### src/rtl/sdram_init_monitor_pkg.sv
// Shared definitions for the SDRAM init monitor: command codes, FSM states, violation codes.
// Optional mode-word check is enabled by defining SDRAM_MON_MRCHK_EN.
package sdram_init_monitor_pkg;

    localparam int GAP_W = 16;

    // {cs_n, ras_n, cas_n, we_n}
    localparam logic [3:0] CMD_NOP = 4'b0111;
    localparam logic [3:0] CMD_PRE = 4'b0010;
    localparam logic [3:0] CMD_AR  = 4'b0001;
    localparam logic [3:0] CMD_LMR = 4'b0000;

    typedef enum logic [2:0] {
        S_POWER = 3'd0,
        S_TRP   = 3'd1,
        S_TRFC  = 3'd2,
        S_TMRD  = 3'd3,
        S_DONE  = 3'd4,
        S_ERR   = 3'd5
    } mon_state_t;

    typedef enum logic [3:0] {
        E_NONE     = 4'd0,
        E_EARLY    = 4'd1,
        E_ORDER    = 4'd2,
        E_PRE_BANK = 4'd3,
        E_TRP      = 4'd4,
        E_TRFC     = 4'd5,
        E_AR_FEW   = 4'd6,
        E_ILLEGAL  = 4'd7,
        E_TMRD     = 4'd8,
        E_MODE     = 4'd9
    } mon_err_t;

    typedef struct packed {
        logic nop;
        logic pre;
        logic ar;
        logic lmr;
        logic illegal;
    } cmd_dec_t;

    function automatic logic [GAP_W-1:0] gap_sat_inc(input logic [GAP_W-1:0] v);
        return (v == '1) ? v : v + 1'b1;
    endfunction

endpackage

### src/rtl/sdram_cmd_decode.sv
// Registers the SDRAM command bus once and decodes the registered copy one-hot.
// valid stays low until the first real bus sample after reset release.
module sdram_cmd_decode
    import sdram_init_monitor_pkg::*;
(
    input  logic        clk,
    input  logic        rst_n,
    input  logic [3:0]  cmd,
    input  logic [1:0]  bank,
    input  logic [12:0] addr,
    output logic        valid,
    output cmd_dec_t    dec,
    output logic [1:0]  bank_q,
    output logic [12:0] addr_q
);

    logic [3:0] cmd_reg;
    logic       valid_reg;

    always_ff @(posedge clk or negedge rst_n) begin
        if (!rst_n) begin
            cmd_reg   <= CMD_NOP;
            bank_q    <= '0;
            addr_q    <= '0;
            valid_reg <= 1'b0;
        end else begin
            cmd_reg   <= cmd;
            bank_q    <= bank;
            addr_q    <= addr;
            valid_reg <= 1'b1;
        end
    end

    assign valid = valid_reg;

    always_comb begin
        dec = '0;
        if (cmd_reg[3] || cmd_reg == CMD_NOP) begin
            dec.nop = 1'b1;
        end else begin
            case (cmd_reg)
                CMD_PRE: dec.pre     = 1'b1;
                CMD_AR:  dec.ar      = 1'b1;
                CMD_LMR: dec.lmr     = 1'b1;
                default: dec.illegal = 1'b1;
            endcase
        end
    end

endmodule

### src/rtl/sdram_init_monitor.sv
// Checks order and timing of the SDRAM power-up command sequence and captures the mode word.
// Define SDRAM_MON_MRCHK_EN to also compare the mode word and bank against MR_EXPECT.
module sdram_init_monitor
    import sdram_init_monitor_pkg::*;
#(
    parameter int          T_POWER   = 20000,
    parameter int          TRP_CYC   = 2,
    parameter int          TRFC_CYC  = 7,
    parameter int          TMRD_CYC  = 3,
    parameter int          AR_NUM    = 8,
    parameter logic [12:0] MR_EXPECT = 13'h037
)(
    input  logic        mon_clk,
    input  logic        mon_rst_n,
    input  logic [3:0]  mon_cmd,
    input  logic [1:0]  mon_bank,
    input  logic [12:0] mon_addr,
    output logic        mon_init_ok,
    output logic        mon_err,
    output logic [3:0]  mon_err_code,
    output logic [12:0] mon_mode_reg,
    output logic [3:0]  mon_ar_cnt,
    output logic [2:0]  mon_state
);

    // Gap thresholds expressed as NOP counts between two commands.
    localparam logic [GAP_W-1:0] POWER_MIN = GAP_W'(T_POWER);
    localparam logic [GAP_W-1:0] TRP_MIN   = GAP_W'(TRP_CYC - 1);
    localparam logic [GAP_W-1:0] TRFC_MIN  = GAP_W'(TRFC_CYC - 1);
    localparam logic [GAP_W:0]   TMRD_MIN  = (GAP_W + 1)'(TMRD_CYC - 1);
    localparam logic [3:0]       AR_MIN    = 4'(AR_NUM);

    logic              valid;
    cmd_dec_t          dec;
    logic [1:0]        bank_q;
    logic [12:0]       addr_q;

    mon_state_t        state_reg;
    logic [GAP_W-1:0]  gap_cnt_reg;
    logic [3:0]        ar_cnt_reg;
    logic [12:0]       mode_reg;
    logic              err_reg;
    mon_err_t          err_code_reg;
    logic              init_ok_reg;
    mon_err_t          viol;

    sdram_cmd_decode u_decode (
        .clk    (mon_clk),
        .rst_n  (mon_rst_n),
        .cmd    (mon_cmd),
        .bank   (mon_bank),
        .addr   (mon_addr),
        .valid  (valid),
        .dec    (dec),
        .bank_q (bank_q),
        .addr_q (addr_q)
    );

`ifndef SDRAM_MON_MRCHK_EN
    // Mode word is captured but not compared in this build.
    logic [14:0] mrchk_unused;
    assign mrchk_unused = {bank_q, MR_EXPECT};
`endif

    always_comb begin
        viol = E_NONE;
        if (valid && !dec.nop) begin
            case (state_reg)
                S_POWER: begin
                    if (dec.illegal)               viol = E_ILLEGAL;
                    else if (gap_cnt_reg < POWER_MIN) viol = E_EARLY;
                    else if (!dec.pre)             viol = E_ORDER;
                    else if (!addr_q[10])          viol = E_PRE_BANK;
                end
                S_TRP: begin
                    if (dec.illegal)               viol = E_ILLEGAL;
                    else if (gap_cnt_reg < TRP_MIN) viol = E_TRP;
                    else if (!dec.ar)              viol = E_ORDER;
                end
                S_TRFC: begin
                    if (dec.illegal)               viol = E_ILLEGAL;
                    else if (gap_cnt_reg < TRFC_MIN) viol = E_TRFC;
                    else if (dec.pre)              viol = E_ORDER;
                    else if (dec.lmr && ar_cnt_reg < AR_MIN) viol = E_AR_FEW;
`ifdef SDRAM_MON_MRCHK_EN
                    else if (dec.lmr && (addr_q != MR_EXPECT || bank_q != 2'b00)) viol = E_MODE;
`endif
                end
                S_TMRD: begin
                    if (dec.illegal)               viol = E_ILLEGAL;
                    else                           viol = E_TMRD;
                end
                default: viol = E_NONE;
            endcase
        end
    end

    always_ff @(posedge mon_clk or negedge mon_rst_n) begin
        if (!mon_rst_n) begin
            state_reg    <= S_POWER;
            gap_cnt_reg  <= '0;
            ar_cnt_reg   <= '0;
            mode_reg     <= '0;
            err_reg      <= 1'b0;
            err_code_reg <= E_NONE;
            init_ok_reg  <= 1'b0;
        end else if (valid) begin
            gap_cnt_reg <= dec.nop ? gap_sat_inc(gap_cnt_reg) : '0;
            if (viol != E_NONE) begin
                err_reg      <= 1'b1;
                err_code_reg <= viol;
                state_reg    <= S_ERR;
            end else begin
                case (state_reg)
                    S_POWER: if (dec.pre) state_reg <= S_TRP;
                    S_TRP, S_TRFC: begin
                        if (dec.ar) begin
                            state_reg <= S_TRFC;
                            if (ar_cnt_reg != 4'hF) ar_cnt_reg <= ar_cnt_reg + 4'd1;
                        end else if (dec.lmr) begin
                            mode_reg  <= addr_q;
                            state_reg <= S_TMRD;
                        end
                    end
                    S_TMRD: begin
                        // Enough NOPs once this one brings the count to TMRD_CYC-1.
                        if (dec.nop && ({1'b0, gap_cnt_reg} + 1'b1) >= TMRD_MIN) begin
                            state_reg   <= S_DONE;
                            init_ok_reg <= 1'b1;
                        end
                    end
                    default: state_reg <= state_reg;
                endcase
            end
        end
    end

    assign mon_init_ok  = init_ok_reg;
    assign mon_err      = err_reg;
    assign mon_err_code = err_code_reg;
    assign mon_mode_reg = mode_reg;
    assign mon_ar_cnt   = ar_cnt_reg;
    assign mon_state    = state_reg;

endmodule

### config.mk
export PLATFORM = sky130hd
export DESIGN_NAME = sdram_init_monitor
export DESIGN_NICKNAME = d
export VERILOG_FILES = /design/src/rtl/sdram_init_monitor_pkg.sv /design/src/rtl/sdram_cmd_decode.sv /design/src/rtl/sdram_init_monitor.sv
export SDC_FILE = /design/constraint.sdc
export NUM_CORES = 1
export LEC_CHECK = 0
export ABC_AREA = 1
export CORE_MARGIN = 3
export CORE_UTILIZATION = 41
export DETAILED_ROUTE_END_ITERATION = 16
export GPL_TIMING_DRIVEN = 0
export HOLD_SLACK_MARGIN = 0.1
export SYNTH_ARGS = -nofsm -noshare
export SYNTH_HDL_FRONTEND = slang
export SYNTH_SLANG_ARGS = --single-unit
export TNS_END_PERCENT = 30
### constraint.sdc
create_clock -name mon_clk -period 4.4 [get_ports mon_clk]
set_clock_uncertainty 0.05 [all_clocks]
set_input_delay 0.44 -clock mon_clk [delete_from_list [all_inputs] [get_ports mon_clk]]
set_output_delay 0.44 -clock mon_clk [all_outputs]
set_load 0.01 [all_outputs]
Yosys cells after proc, flatten, opt, wreduce, memory -nomap -nowiden --
Index checks and enable logic that the tools add are counted.
Storage, ports and cells: register bits after elaboration 60, output and inout bits 26, logic and storage cells 77
Operators by class: add/subtract/negate cells 3, $lt $le $gt $ge 5, equal/unequal tests 12, multiplexer cells 28, bitwise logic cells 2, reduce and logical (&&, ||, !) cells 17
Operators with widths (count):
- 3-bit two-way mux | 12
- 16-bit two-way mux | 2
- 16-bit by 1-bit adder with 17-bit output, second input constant | 1
- 17-bit by 2-bit >= comparator with 1-bit output, second input constant | 1
- 16-bit by 1-bit adder with 16-bit output, second input constant | 1
- 16-bit equality test, second input constant | 1
- 16-bit by 1-bit < comparator with 1-bit output, second input constant | 1
- 16-bit by 15-bit < comparator with 1-bit output, second input constant | 1
- 16-bit by 3-bit < comparator with 1-bit output, second input constant | 1
- 4-bit case mux with 4 select lines | 1
- 5-bit AND reduction | 3
- 4-bit two-way mux | 3
- 3-bit case mux with 3 select lines | 1
- 2-bit two-way mux | 4
- 4-bit inequality test, second input constant | 2
- 4-bit nonzero test | 2
- 3-bit by 2-bit equality test with 1-bit output, second input constant | 2
- 3-bit inequality test, second input constant | 2
- 1-bit two-way mux | 5
- 4-bit by 1-bit adder with 4-bit output, second input constant | 1
- 4-bit by 1-bit equality test with 1-bit output, second input constant | 1
- 4-bit by 2-bit equality test with 1-bit output, second input constant | 1
- 4-bit by 3-bit equality test with 1-bit output, second input constant | 1
- 4-bit zero test | 1
- 12 further kinds | 16

Logic depth before layout (Yosys ltp) --
Gate-level depths: netlist (run 1).
depth in word-level cells 14, depth in mapped cells 18, gate-level depth less buffers 18

Cells and area by module --
From an unflattened synthesis (run 1), not the netlist that was laid out.
Unflattened totals: cell total of the unflattened synthesis 409, area, all modules 3173.0 sq um
By module, submodules not included:
- sdram_init_monitor | instances 1, cells an instance 373, area each 2602.5 sq um, seq. area each 1051.0 sq um
- sdram_cmd_decode | instances 1, cells an instance 36, area each 570.5 sq um, seq. area each 504.2 sq um

Worst setup path after synthesis (run 1) --
Ideal clock, no wire load.
path type register to register, start reg gap_cnt_reg[0], end reg ar_cnt_reg[0] (netlist: mon_ar_cnt[0]), library setup time 0.127 ns, arrival time 1.843 ns, required time 4.223 ns, setup slack 2.380 ns, cell stages (with the launch flop) 14, path buffers 0, clock period less this slack 2.020 ns, path through dfrtp_1 > inv_1 > ha_1 > nor3b_1 > nand3_1 > nand2_1 > nand4_1 > nand2_1 > nand2_2 > nor2_8 > inv_2 > nor2_4 > nand2_2 > xnor2_2
Between the ends: longest elaborated chain between the ends 8, elaborated cells on any way between the ends 14
RTL lines:
- start, declared | RTL line sdram_init_monitor.sv:39 | logic [GAP_W-1:0] gap_cnt_reg;
- start signal, assigned | RTL line sdram_init_monitor.sv:108 | gap_cnt_reg <= dec.nop ? gap_sat_inc(gap_cnt_reg) : '0;
- 16-bit by 3-bit < comparator with 1-bit output, or another cell as far along | RTL line sdram_init_monitor.sv:82 | else if (gap_cnt_reg < TRFC_MIN) viol = E_TRFC;
- 3-bit two-way mux, or another cell as far along | RTL line sdram_init_monitor.sv:82
- 3-bit two-way mux, on equally long branches | RTL line sdram_init_monitor.sv:81, sdram_init_monitor.sv:70, sdram_init_monitor.sv:76
- 4-bit case mux with 4 select lines (*) | RTL line sdram_init_monitor.sv:68 | case (state_reg)
- 4-bit two-way mux (*) | RTL line sdram_init_monitor.sv:67 | if (valid && !dec.nop) begin
- 4-bit nonzero test (*) | RTL line sdram_init_monitor.sv:109 | if (viol != E_NONE) begin
- 1-bit inverter (no source line) (*)
- 5-bit AND reduction (no source line) (*)
- end signal, assigned | RTL line sdram_init_monitor.sv:119 | if (ar_cnt_reg != 4'hF) ar_cnt_reg <= ar_cnt_reg + 4'd1;
- end, declared | RTL line sdram_init_monitor.sv:40 | logic [3:0] ar_cnt_reg;
Every way passes the cells marked *; elsewhere a longest branch is shown, timed or not. A chain may end at the register's enable or synchronous reset.

Worst setup path in the final report (run 1) --
Ends and elaborated chain as after synthesis.

==> summary.txt, run 1 <==
Routed Antenna Nets: 0
dpl cells: 546
CTS tree: yes
IO Port Bufs: 44
largest net degree at the start of global routing: 25
root buf cell: clkbuf_8
DIE WIDTH: 93.9 um
Commonest cells post-synth: nand2_1 (112), inv_1 (59), dfrtp_1 (57)
synth-to-layout area growth: 26.5%
layout cell share with drive strength beyond 1: 15.5%
initial antenna violation count: 0
first-pass GRT wire length: 11500 um
DRC viols: 0
Post-Layout Inst Area: 4010 um^2
CTS Buf Count: 9
R2R depth: 13
R2R setup slack: 2040 ps
Die ar.: 8810 um^2
Power per Cell Area: 461 nW/um^2
beginning of the worst hold path: u_decode.addr_q[2]
CTS sink cnt: 60
Crit path arrival time: 2530 ps
Data required, critical path: 4570 ps
status: finished clean
period utilisation layout: 53.7%
reg2reg end: mon_ar_cnt[0]
Initial Util: 43.0%
Iteration-0 DRC Markers: 101
hold crit path type: reg -> reg
Clock transition at path regs: 70 ps
Critical Setup Path Class: reg -> reg
CP Max Fanout: 10
Fin. Hold Viols: 0
flops & latches, synth: 60
ANT cells: 0
Area after DPL: 3780 um^2
hold slack: 410 ps
FFs w/ async S/R, synth: 100%
Slew Limit Fails: 0
Synth Warn #: 0
ranking of synthesized cells by area: dfrtp_1 (45%), nand2_1 (13%), inv_1 (7.0%)
Largest register FFs: 16
gpl congestion: 0.887
Rows: 31
clk buf depth: 2
Peak VDD IR: 0.000200 V
Setup-failing EPs final: 0
Syn Area/Cell: 7.89 um^2
Leakage: 2.03 nW
hpwl dp: 5070 um
vias in the first global route: 2503
RR Startpoint: gap_cnt_reg[0]
Routed wire per std cell: 11.8 um
Synth Cell Area: 3170 um^2
Worst Hold Path Cells: 2
largest area contributor in the netlist: dfrtp_1
max-cap violation count: 0
Fin Setup TNS: 0 ps
Endpoint, Worst Hold: mon_mode_reg[2]
sequential-to-total area share from yosys stat: 47.5%
nets: 484
total number of vias: 2606
routed wire length: 6620 um
number of synthesized flops with an enable pin: 0
die height: 93.9 um
Top FF cell, synth: dfrtp_1
Post-Layout Cell Count: 563
Distinct cells, synth: 37
drt pass-1 iters: 4
CTS H-tree depth: 3
Max Fclk: 0.423 GHz
RSZ-0062 raised after global routing: no
Crit. End Element: flop
CP Launch Type: flop
share of the synthesized area in the top cell type: 45.1%
GRT Resource Usage Total: 16.7%
Vias per Instance: 4.63
total grt overflow: 0
Post-Synthesis Cells: 401
worst skew pair latency: 340 ps
Worst Setup SP: gap_cnt_reg[0]
fin crit period: 2360 ps
core box area: 7370 um^2
num ports: 47
Synthesized Nets: 426
top-count cell post-synth: nand2_1
[worst max path at each step]
stage	end	slack, ps	cells after the start
2_1_floorplan	mon_ar_cnt[0]	2380	13
3_3_place_gp	mon_ar_cnt[1]	810	1
3_5_place_dp	mon_ar_cnt[2]	2050	14
4_1_cts	mon_ar_cnt[2]	2040	14
5_1_grt	mon_mode_reg[0]	1830	13
6_report	mon_ar_cnt[0]	2040	13
[critical path, stage by stage (launching register included)]
cell and delay, ps:
dfrtp_1 430, inv_1 150, ha_1 150, nor3b_1 300, nand3_1 140, nand2_1 80
nand4_1 100, nand2_1 110, nand2_2 90, nor2_8 180, inv_2 70, nor2_4 130
nand2_2 130, xnor2_2 150
[repair_timing]
item | in CTS | in global routing
gates resized for setup | 0 | 0
hold endpoints to repair | 15 | 0
hold buffers | 1 | 0
buffers inserted | 0 | 0
[cells by family (layout without fill, tap and decap cells)]
kind of cell,after synthesis,after routing,share of synthesized area (%)
XOR/XNOR,5,5,1.86
adder cells (fa/ha/maj),4,4,1.58
AND/OR/NAND/NOR,214,214,31.2
other,1,1,0.118
flip-flops,60,60,47.5
AO/OA/AOI/OAI,41,41,8.10
buffers and inverters,76,139,9.57
[area by class of cell]
| type | instances | area [um^2] |
|---|---|---|
| Fill cell | 689 | 3360 |
| Sequential cell | 60 | 1510 |
| Multi-Input combinational cell | 265 | 1360 |
| Timing Repair Buffer | 47 | 500 |
| Inverter | 72 | 270 |
| Clock buffer | 10 | 128 |
| Tap cell | 99 | 124 |
| Clock inverter | 6 | 87.6 |
| Buffer | 4 | 32.5 |
[power by group]
group	switching, mW	leakage (nW)	internal [mW]	total (mW)
Clock	0.225	0.111	0.320	0.545
Sequential	0.0705	0.763	0.654	0.725
Combinational	0.283	1.16	0.292	0.575
[per-layer routing]
layer	global-route usage [%]	routed length (um)	share of wire, %	vias up
met2	24.8	2920	44	54
met4	5.78	99	1.5	0
li1	-	-	-	1370
met5	0	0	0	-
met1	23.1	3240	49	1173
met3	4.81	358	5.4	9
[placed cells by master (no fill, tap or decap), types with 4 or more instances in the layout]
cell type,instances
o21ai_2,8
ha_1,4
inv_2,13
nand4_1,4
o21ai_0,7
nor3_1,4
nor2_4,4
clkdlybuf4s50_1,43
nor2_1,35
dfrtp_1,57
o22ai_1,8
clkbuf_8,9
nand3_1,33
o21ai_1,10
inv_1,59
nand2_1,112
nand2_2,9
[through the flow]
step	util (%)	worst slack, ps	total power [mW]
after floorplan	-	2380	1.04
after global placement	50.6	809	1.30
after detailed placement	51.3	2050	1.31
after CTS	54.3	2040	1.87
after global routing	54.3	1830	1.98
final	54.3	2040	1.84
Power figures use the tool's default switching activity.
==> run 2: changes to the inputs <==
==> constraint.sdc (replaced) <==
create_clock -name mon_clk -period 2.31 [get_ports mon_clk]
set_clock_uncertainty 0.05 [all_clocks]
set_input_delay 0.231 -clock mon_clk [delete_from_list [all_inputs] [get_ports mon_clk]]
set_output_delay 0.231 -clock mon_clk [all_outputs]
set_load 0.01 [all_outputs]
==> run 2 against run 1 <==
  * Core utilization rose by 2.3 points
  * Cell area increased by 4.3%
  * Sequential power increased by 92%
  * Routed wire length increased by 2.7%
  * Clock-buffer cell count unchanged
  * Flip-flop and latch count stayed put
  * Critical endpoint unchanged
  * Largest power group unchanged
==> summary.txt, run 2 (synthesis results as in run 1) <==
CTS Buf Count: 9 (unchanged)
gpl congestion: 0.887 (unchanged)
cell chain of the critical path: inv_2, ha_1, nor3b_4, nand3_1, nand2_1, nand4_1, nand2_2, nand2_2, nor2_8, inv_2, nor2_4, nand2_4, xnor2_2
Fin. Hold Viols: 0 (unchanged)
beginning of the worst hold path: mon_cmd[0]
crit-path max cell delay: 460 ps (+30 ps)
Iteration-0 DRC Markers: 116 (+15%)
hold crit path type: in -> reg
fin crit period: 2160 ps (-209 ps)
root buf cell: clkbuf_8
CTS sink cnt: 60 (unchanged)
largest net degree at the start of global routing: 25 (unchanged)
RR Startpoint: gap_cnt_reg[0]
core box area: 7370 um^2 (unchanged)
Data required, critical path: 2480 ps (-2090 ps)
Power per Cell Area: 856 nW/um^2 (+86%)
critical path's slowest cell: dfrtp_2
Routed Antenna Nets: 0 (unchanged)
Slew Limit Fails: 0 (unchanged)
CP bufs+invs: 2 (unchanged)
total grt overflow: 0 (unchanged)
max-cap violation count: 0 (unchanged)
Tot Pwr: 3.57 mW (+94%)
layout cell share with drive strength beyond 1: 20.5% (+5.0 points)
pre-CTS WS: -41.9 ps (-2090 ps)
status: finished clean
Critical Setup Path Class: reg -> reg
crit-path leading delay family: simple AND/OR/NAND/NOR gates
Crit path arrival time: 2320 ps (-210 ps)
first-pass GRT wire length: 11500 um (+0.23%)
DRC viols: 0 (unchanged)
Die ar.: 8810 um^2 (unchanged)
final worst slack: 155 ps (-1880 ps)
GRT Resource Usage Total: 16.7% (+0.034 points)
synth-to-layout area growth: 31.9%
total number of vias: 2637 (+1.2%)
Largest register FFs: 16 (unchanged)
clk buf depth: 2 (unchanged)
Routed wire per std cell: 11.9 um (+1.1%)
IO Port Bufs: 44 (unchanged)
Worst Setup SP: gap_cnt_reg[0]
DIE WIDTH: 93.9 um (unchanged)
worst skew pair latency: 340 ps (about the same)
hpwl dp: 5070 um (unchanged)
routed wire length: 6790 um (+2.7%)
initial antenna violation count: 0 (unchanged)
Clock transition at path regs: 60 ps (about the same)
Setup-failing EPs final: 0 (unchanged)
Crit. End Element: flop
commonest non-fill, non-tap cell in the layout: nand2_1
CP Max Fanout: 8 (-2)
hold slack: 248 ps (-162 ps)
vias in the first global route: 2509 (+0.24%)
Fin Setup TNS: 0 ps (unchanged)
CTS H-tree depth: 3 (unchanged)
most frequent cells in the layout: nand2_1 (110), inv_1 (57), dfrtp_1 (53)
drt pass-1 iters: 4 (unchanged)
die height: 93.9 um (unchanged)
Rows: 31 (unchanged)
num ports: 47 (unchanged)
ANT cells: 0 (unchanged)
Leakage: 2.11 nW (+3.8%)
CP Launch Type: flop
nets: 493 (+1.9%)
Max Fclk: 0.464 GHz (+9.7%)
period utilisation layout: 93.3% (+40 points)
Vias per Instance: 4.61 (-0.40%)
Initial Util: 43.0% (unchanged)
Peak VDD IR: 0.000398 V (+99%)
CTS tree: yes
run 2: changes by cell type in the layout (fill, tap and decap cells not counted), moves of 2 or more:
cell	previous run	this run
buf_4	0	9
dfrtp_1	57	53
dfrtp_2	0	4
inv_1	59	57
inv_2	13	15
nand2_1	112	110
nor2_1	35	31
nor2_4	4	8
run 2: power breakdown:
part,leakage (nW),switching [mW],internal (mW)
combinational,1.24,0.556,0.590
clock,0.111,0.432,0.609
sequential,0.757,0.138,1.25
run 2: cell type report:
| cell class | instances | area (um^2) |
|---|---|---|
| clock buffer | 10 | 128 |
| fill | 673 | 3190 |
| buffer | 4 | 36.3 |
| multi-input combinational | 265 | 1450 |
| clock inverter | 6 | 87.6 |
| tap | 99 | 124 |
| inverter | 72 | 270 |
| sequential | 60 | 1510 |
| timing repair buffer | 56 | 568 |
run 2: final timing paths:
check | to | slack (ps) | cells after the start
worst max register to register | mon_ar_cnt[0] | 150 | 13
max in group asynchronous | mon_ar_cnt[0] | 1230 | 4
min in group asynchronous | u_decode.addr_q[7] | 330 | 2
worst min register to register | mon_mode_reg[1] | 410 | 2
worst min-delay path | u_decode.cmd_reg[0] | 250 | 1
worst max-delay path | mon_ar_cnt[0] | 150 | 13
run 2: repair_timing:
| item | 4_1_cts | 5_1_grt |
|---|---|---|
| gates resized for setup | 1 | 26 |
| pin swaps | 0 | 5 |
| hold buffers | 1 | 0 |
| setup buffers | 0 | 9 |
| gates cloned | 0 | 0 |
| endpoints found under the setup margin | 17 | 36 |
| endpoints found under the hold margin | 15 | 0 |
run 2: routing by layer:
layer / share of wire [%] / track usage, % / wire length [um] / up-vias
li1: - / - / - / 1386
met1: 48 / 23.2 / 3270 / 1183
met2: 45 / 24.9 / 3070 / 60
met3: 5.3 / 4.81 / 361 / 8
met4: 1.3 / 5.78 / 90 / 0
met5: 0 / 0 / 0 / -
run 2: stage by stage:
| step | area (um^2) | std cells | utilization, % |
|---|---|---|---|
| floorplan | 3170 | 401 | - |
| global placement | 3730 | 544 | 50.6 |
| detailed placement | 3780 | 546 | 51.3 |
| CTS | 4010 | 563 | 54.4 |
| global route | 4180 | 572 | 56.7 |
| finish | 4180 | 572 | 56.7 |
==> run 3: changes to the inputs <==
--- a/config.mk
+++ b/config.mk
@@ -10,7 +10,6 @@
 export CORE_UTILIZATION = 41
 export DETAILED_ROUTE_END_ITERATION = 16
 export GPL_TIMING_DRIVEN = 0
-export HOLD_SLACK_MARGIN = 0.1
 export SYNTH_ARGS = -nofsm -noshare
 export SYNTH_HDL_FRONTEND = slang
 export SYNTH_SLANG_ARGS = --single-unit
==> results of run 3 <==
No change in the layout: final DEF, timing and power equal those of run 2.
